===== config.mk =====
export PLATFORM = sky130hd
export DESIGN_NAME = hybrid_adder8_struct
export DESIGN_NICKNAME = d
export VERILOG_FILES = /design/src/rtl/hybrid_adder8_struct.sv
export SDC_FILE = /design/constraint.sdc
export NUM_CORES = 1
export LEC_CHECK = 0
export ABC_AREA = 1
export CORE_MARGIN = 8
export CORE_UTILIZATION = 30
export CTS_CLUSTER_DIAMETER = 60
export DETAILED_ROUTE_END_ITERATION = 12
export SYNTH_ARGS = -nofsm -noshare
export SYNTH_HDL_FRONTEND = slang
export SYNTH_SLANG_ARGS = --single-unit

===== constraint.sdc =====
create_clock -name clk -period 0.8 [get_ports clk]
set_input_delay 0.16 -clock clk [delete_from_list [all_inputs] [get_ports clk]]
set_output_delay 0.16 -clock clk [all_outputs]
set_load 0.05 [all_outputs]

===== src/rtl/hybrid_adder8_struct.sv =====
// hybrid_adder8_struct: registered 8-bit adder with a hybrid carry chain.
// Carry structure: ripple on bits 1:0, 4-bit lookahead on bits 5:2, ripple on bits 7:6.
// The lookahead block derives c3..c6 directly from c2 so that the long path
// C0 -> c2 -> c6 -> c8 crosses only two ripple cells per outer stage.

// Single-bit full adder built from gates; used for the ripple stages.
module hybrid_adder8_fa (
  input  logic a,
  input  logic b,
  input  logic ci,
  output logic s,
  output logic co
);

  logic p;
  logic g;

  assign p  = a ^ b;
  assign g  = a & b;
  assign s  = p ^ ci;
  assign co = g | (p & ci);

endmodule

// Gate-level 4-bit carry-lookahead generator.
// Every carry is a flat sum of products of g/p terms and the incoming carry,
// with no carry feeding another carry inside the block.
module hybrid_adder8_cla4 (
  input  logic [3:0] g,
  input  logic [3:0] p,
  input  logic       ci,
  output logic [3:0] co
);

  // co[k] is the carry out of local bit k (local bit 0 = adder bit 2).
  assign co[0] = g[0]
               | (p[0] & ci);

  assign co[1] = g[1]
               | (p[1] & g[0])
               | (p[1] & p[0] & ci);

  assign co[2] = g[2]
               | (p[2] & g[1])
               | (p[2] & p[1] & g[0])
               | (p[2] & p[1] & p[0] & ci);

  assign co[3] = g[3]
               | (p[3] & g[2])
               | (p[3] & p[2] & g[1])
               | (p[3] & p[2] & p[1] & g[0])
               | (p[3] & p[2] & p[1] & p[0] & ci);

endmodule

// Top level: structural carry chain plus the output register.
module hybrid_adder8_struct (
  output logic [7:0] S,
  output logic       C8,
  input  logic [7:0] X,
  input  logic [7:0] Y,
  input  logic       C0,
  input  logic       clk,
  input  logic       rst
);

  localparam int unsigned WIDTH   = 8;
  localparam int unsigned CLA_LO  = 2;
  localparam int unsigned CLA_W   = 4;

  logic [WIDTH-1:0] g;
  logic [WIDTH-1:0] p;
  logic [WIDTH:0]   c;
  logic [WIDTH-1:0] s_c;

  // Bit-level generate/propagate terms shared by the lookahead block and sums.
  assign g    = X & Y;
  assign p    = X ^ Y;
  assign c[0] = C0;

  // Stage 1: ripple through bits 1:0.
  hybrid_adder8_fa u_fa0 (
    .a  (X[0]),
    .b  (Y[0]),
    .ci (c[0]),
    .s  (s_c[0]),
    .co (c[1])
  );

  hybrid_adder8_fa u_fa1 (
    .a  (X[1]),
    .b  (Y[1]),
    .ci (c[1]),
    .s  (s_c[1]),
    .co (c[2])
  );

  // Stage 2: lookahead carries c3..c6 from c2; sums are p ^ carry-in per bit.
  hybrid_adder8_cla4 u_cla (
    .g  (g[CLA_LO +: CLA_W]),
    .p  (p[CLA_LO +: CLA_W]),
    .ci (c[CLA_LO]),
    .co (c[CLA_LO+1 +: CLA_W])
  );

  assign s_c[CLA_LO +: CLA_W] = p[CLA_LO +: CLA_W] ^ c[CLA_LO +: CLA_W];

  // Stage 3: ripple through bits 7:6 fed by c6.
  hybrid_adder8_fa u_fa6 (
    .a  (X[6]),
    .b  (Y[6]),
    .ci (c[6]),
    .s  (s_c[6]),
    .co (c[7])
  );

  hybrid_adder8_fa u_fa7 (
    .a  (X[7]),
    .b  (Y[7]),
    .ci (c[7]),
    .s  (s_c[7]),
    .co (c[8])
  );

  // Output register: captures sum and carry-out each cycle, cleared asynchronously.
  always_ff @(posedge clk or posedge rst) begin
    if (rst) begin
      S  <= '0;
      C8 <= 1'b0;
    end else begin
      S  <= s_c;
      C8 <= c[WIDTH];
    end
  end

endmodule


==> results.json, run 1 <==
{
  "p_leak_nw": 0.594,
  "slew_headroom_pct": 78.4,
  "synth_area_um2": 573,
  "p_per_area_nw_per_um2": 1770,
  "synth_top_area_share_pct": 39.3,
  "seq_area_frac_synth_pct": 39.3,
  "peakVddDrop_mv": 0.739,
  "synthTopCellsByArea": "dfrtp_1 39%, fa_1 17%, inv_1 14%, ha_1 8.7%, nand2_1 8.5%",
  "cts_tree": "built",
  "dp.cells": 126,
  "cp-start-kind": "input pin",
  "cts_made_buffers": 3,
  "die_x_um": 59.7,
  "clock-root-buffer": "clkbuf_4",
  "first_global_vias": 586,
  "final_cells": 133,
  "rows": 16,
  "switching_share_pct": 37.0,
  "antenna_found_initial": 0,
  "final_layout_size_suffix_gt1_share_pct": 44.3,
  "cts_hold_buf": 0,
  "n_fill_cell": 161,
  "die_area_um2": 3560,
  "grt_usage_pct": 9.01,
  "max_freq_mhz": 561,
  "postRouteAntennaNets": 0,
  "routed_wl_mm": 1.37,
  "hold_ws_ps": 165,
  "layout.nets": 135,
  "crit_fanout": 2,
  "diodes": 0,
  "clkPwrFrac_pct": 16.8,
  "synth_common_cells": "22 x inv_1, 13 x nand2_1, 9 x dfrtp_1",
  "hpwl_mm": 1.16,
  "synthCells": 65,
  "rsz0062_at_grt": "true",
  "grt-ovfl-total": 0,
  "drt_pre_antenna_iters": 4,
  "ys_ff_latch": 9,
  "clock-sinks": 9,
  "drc_errors": 0,
  "synth_nets": 93,
  "clockBufferDepth": 2,
  "min-delay-path-class": "in -> async",
  "p_comb_share_pct": 53.2,
  "post-route-period-util_pct": 223,
  "vias": 536,
  "wl_per_cell_um": 10.3,
  "power.switching_mw": 0.745,
  "cp.required_ps": 950,
  "drt_iter0_drc": 4,
  "grt_start_max_net_pins": 10,
  "via_per_inst": 4.03,
  "path_clk_slew_ps": 60,
  "p_seq_share_pct": 30.0,
  "core-area_um2": 1880,
  "cts-htree-levels": 1,
  "chipHeight_um": 59.7,
  "async_reset_ff_share_pct": 100,
  "violations": "negative setup slack",
  "status": "finished with violations",
  "grt_pass1_wl_mm": 2.40,
  "setup_viol": 17,
  "path_class": "in -> reg",
  "synthFlopType": "dfrtp_1",
  "synth_top_area_cell": "dfrtp_1",
  "syn_area_per_cell_um2": 8.82,
  "placement.io_buffers": 27,
  "setup_tns_ps": -6500,
  "ys_warn_count": 0,
  "setup_ws_ps": -984,
  "worst_pin_slew_ps": 323,
  "slew_violations": 0,
  "hold_violations": 0,
  "synth_most_common_cell": "inv_1",
  "ioPinCount": 28,
  "cp.arrival_ps": 1930,
  "min_period_ps": 1780,
  "cap_violations": 0,
  "p_int_mw": 1.27,
  "synth_edf_count": 0,
  "syn_to_final_growth_pct": 99.1,
  "cp-end-kind": "flop",
  "start_util_pct": 30.5,
  "routabilityCongestion": 0.760,
  "ys_types": 12
}
==> cells in the final DEF (no fill, tap or decap) <==
cell / instances
a21oi_2: 2
buf_12: 9
buf_2: 2
buf_4: 10
buf_8: 1
clkbuf_1: 1
clkbuf_4: 3
clkdlybuf4s50_1: 7
dfrtp_1: 9
dlygate4sd2_1: 6
dlymetal6s2s_1: 2
fa_1: 1
fa_2: 4
ha_1: 1
ha_4: 3
inv_1: 14
inv_2: 7
inv_8: 1
nand2_1: 12
nand2_2: 1
nand3_1: 2
nand3_2: 3
nand4_1: 1
nor2_1: 1
nor2_2: 1
or2_0: 1
xnor2_1: 1
==> power groups by stage <==
| stage | clock network [mW] | registers (mW) | logic (mW) |
|---|---|---|---|
| 2_1_floorplan | 0 | 0.866 | 0.201 |
| 3_3_place_gp | 0 | 0.612 | 1.02 |
| 3_5_place_dp | 0 | 0.614 | 1.03 |
| 4_1_cts | 0.353 | 0.606 | 1.07 |
| 5_1_grt | 0.387 | 0.612 | 1.15 |
| 6_report | 0.339 | 0.604 | 1.07 |
==> timing repair <==
action,in CTS,in global routing
hold endpoints to repair,0,0
pin swaps,12,7
setup buffers,2,1
endpoints found under the setup margin,18,17
gates resized for setup,31,5
==> cell families after synthesis <==
| group | after synthesis | synth area share [%] |
|---|---|---|
| AO/OA/AOI/OAI | 2 | 1.75 |
| adder cells (fa/ha/maj) | 9 | 26.2 |
| flip-flops | 9 | 39.3 |
| XOR/XNOR | 1 | 1.53 |
| AND/OR/NAND/NOR | 22 | 16.8 |
| buffers and inverters | 22 | 14.4 |
==> path summary, 6_finish.rpt <==
kind                       slack [ps]  endpoint  from
worst max-delay path             -980      S[7]    C0
worst min-delay path              160      S[3]   rst
max in group asynchronous         390        C8   rst
min in group clk                  300      S[0]  Y[0]
==> critical path, stage by stage <==
cell     delay [ps]
buf_8            80
inv_8            20
fa_2            370
fa_2            350
inv_2            70
nand3_2          70
nand3_2          80
fa_2            190
inv_2            30
fa_1            470
inv_1            40
==> through the flow <==
stage	utilization [%]	power (mW)	setup slack [ps]	instance area, µm²
after CTS	59.3	2.03	-1020	1120
after global routing	60.6	2.15	-1050	1140
final	60.6	2.02	-984	1140
after floorplan	-	1.07	-1150	596
after global placement	55.4	1.63	-1790	1040
after detailed placement	55.4	1.64	-1810	1040
==> flip-flops by register name (all words and copies together) (netlist names) <==
register,flops
C8,1
S,8
==> area by class of cell <==
type	instances	area, µm²	share of cell area, %
well taps	27	33.8	2.96
multi-input cells	34	338	29.6
clock buffers	4	26.3	2.30
inverters	22	90.1	7.89
repair buffers	37	428	37.5
flip-flops and latches	9	225	19.7
==> layer usage <==
layer / wire length [µm] / GRT usage, % / share of wire, % / vias to the layer above
met5: 0 / 0 / 0 / -
met4: 28 / 6.12 / 2.0 / 0
met3: 108 / 2.80 / 7.9 / 3
met2: 645 / 15.2 / 47 / 22
met1: 588 / 9.26 / 43 / 244
li1: - / - / - / 267
No activity file was read; power rests on OpenSTA's default activity.
==> inputs of run 2 (changes only) <==
--- a/config.mk
+++ b/config.mk
@@ -10,6 +10,7 @@
 export CORE_UTILIZATION = 30
 export CTS_CLUSTER_DIAMETER = 60
 export DETAILED_ROUTE_END_ITERATION = 12
+export DONT_BUFFER_PORTS = 1
 export SYNTH_ARGS = -nofsm -noshare
 export SYNTH_HDL_FRONTEND = slang
 export SYNTH_SLANG_ARGS = --single-unit
==> results.json, run 2 (synthesized netlist as in run 1, its figures left out) <==
{
  "die_area_um2": 3560,
  "drt_iter0_drc": 2,
  "post-place-ws_ps": -1210,
  "hold_violations": 0,
  "hpwl_mm": 1.19,
  "antenna_found_initial": 0,
  "crit_fanout": 2,
  "max_freq_mhz": 588,
  "first_global_vias": 525,
  "start_util_pct": 30.5,
  "cp.required_ps": 960,
  "cp.arrival_ps": 1860,
  "slowest_delay_ps": 470,
  "drt_pre_antenna_iters": 3,
  "setup_ws_ps": -901,
  "cts_made_buffers": 3,
  "violations": "negative setup slack",
  "routabilityCongestion": 0.839,
  "setup_tns_ps": -6350,
  "p_per_area_nw_per_um2": 2030,
  "largest_reg_flops": 8,
  "critical_path.top_delay_family": "adder cells",
  "timing.critical_path.buf_inv": 4,
  "diodes": 0,
  "largest_registers": "S: 8 flops, C8: 1 flops",
  "cts_tree": "built",
  "vias": 481,
  "path_class": "in -> reg",
  "drc_errors": 0,
  "endpoint": "S[7]",
  "final_layout_size_suffix_gt1_share_pct": 40.4,
  "holdPathStages": 1,
  "slew_violations": 0,
  "peakVddDrop_mv": 0.764,
  "crit_slowest_cell": "fa_1",
  "top_register": "S",
  "path_cells": "inv_8 -> fa_2 -> fa_2 -> inv_2 -> nand3_2 -> nand3_2 -> fa_1 -> inv_1 -> fa_1 -> inv_1",
  "clock-root-buffer": "clkbuf_4",
  "grt-ovfl-total": 0,
  "clock-sinks": 9,
  "rsz0062_at_grt": "true",
  "layout.nets": 118,
  "status": "finished with violations",
  "layout_common_cells": "18 x inv_1, 12 x nand2_1, 9 x dfrtp_1, 9 x buf_12, 8 x buf_4",
  "slew_headroom_pct": 78.2,
  "wl_per_cell_um": 11.6,
  "chipHeight_um": 59.7,
  "routed_wl_mm": 1.35,
  "crit_cells": 10,
  "ioPinCount": 28,
  "postRouteAntennaNets": 0,
  "cp-startpoint": "C0",
  "grt_start_max_net_pins": 10,
  "min_period_ps": 1700,
  "setup_viol": 17,
  "placement.io_buffers": 0,
  "syn_to_final_growth_pct": 67.2,
  "place_area_um2": 862,
  "grt_usage_pct": 8.40,
  "worst_pin_slew_ps": 326,
  "cts-htree-levels": 1,
  "cp-start-kind": "input pin",
  "clockBufferDepth": 2,
  "fin_area_um2": 958,
  "die_x_um": 59.7,
  "final_common_cell": "inv_1",
  "rows": 16,
  "cap_violations": 0,
  "path_clk_slew_ps": 60,
  "p_leak_nw": 0.514,
  "post-route-period-util_pct": 213,
  "via_per_inst": 4.15,
  "grt_pass1_wl_mm": 2.19,
  "core-area_um2": 1880,
  "min-delay-path-class": "in -> reg",
  "cp-end-kind": "flop"
}
[run 2: cell count changes in the layout (fill, tap and decap cells not counted), sizes merged]
cell / delta
buf: -3
clkdlybuf4s50: -7
dlygate4sd2: -6
dlygate4sd3: +1
dlymetal6s2s: -2
[run 2: timing repair]
action,4_1_cts,5_1_grt
buffers inserted,2,3
endpoints found under the setup margin,17,17
pin swaps,5,4
gates resized for setup,5,5
endpoints found under the hold margin,9,0
hold buffers,1,0
[run 2: cell type report]
type,instances,area (µm²)
clock buffer,4,26.3
timing repair buffer,20,273
inverter,22,90.1
fill,183,923
multi-input combinational,34,310
tap,27,33.8
sequential,9,225
[run 2: worst min path at each step]
stage	slack, ps	to	startpoint
6_report	80	S[6]	Y[6]
5_1_grt	70	S[6]	Y[6]
4_1_cts	80	S[6]	Y[6]
3_5_place_dp	20	S[6]	rst
3_3_place_gp	10	S[6]	rst
2_1_floorplan	-10	C8	rst
[run 2: where the power goes]
part / internal [mW] / switching (mW) / leakage (nW)
Clock: 0.192 / 0.157 / 0.0150
Sequential: 0.539 / 0.0710 / 0.106
Combinational: 0.480 / 0.510 / 0.393
[run 2: stage by stage]
stage          utilization [%]  total power [mW]  hold WS [ps]  std cells
3_5_place_dp              45.8              1.56          24.4        108
2_1_floorplan                -              1.07         -12.1         65
6_report                  50.9              1.95          77.3        116
5_1_grt                   50.9              2.05          72.0        116
3_3_place_gp              45.8              1.53          13.6        108
4_1_cts                   49.8              1.94          76.3        115
[run 2: metal layers]
metal  global-route usage [%]  vias up  share of wire, %
li1                         -      234                 -
met1                     7.40      222                34
met2                     14.8       22                51
met3                     4.30        3                13
met4                     5.10        0               1.7
met5                        0        -                 0
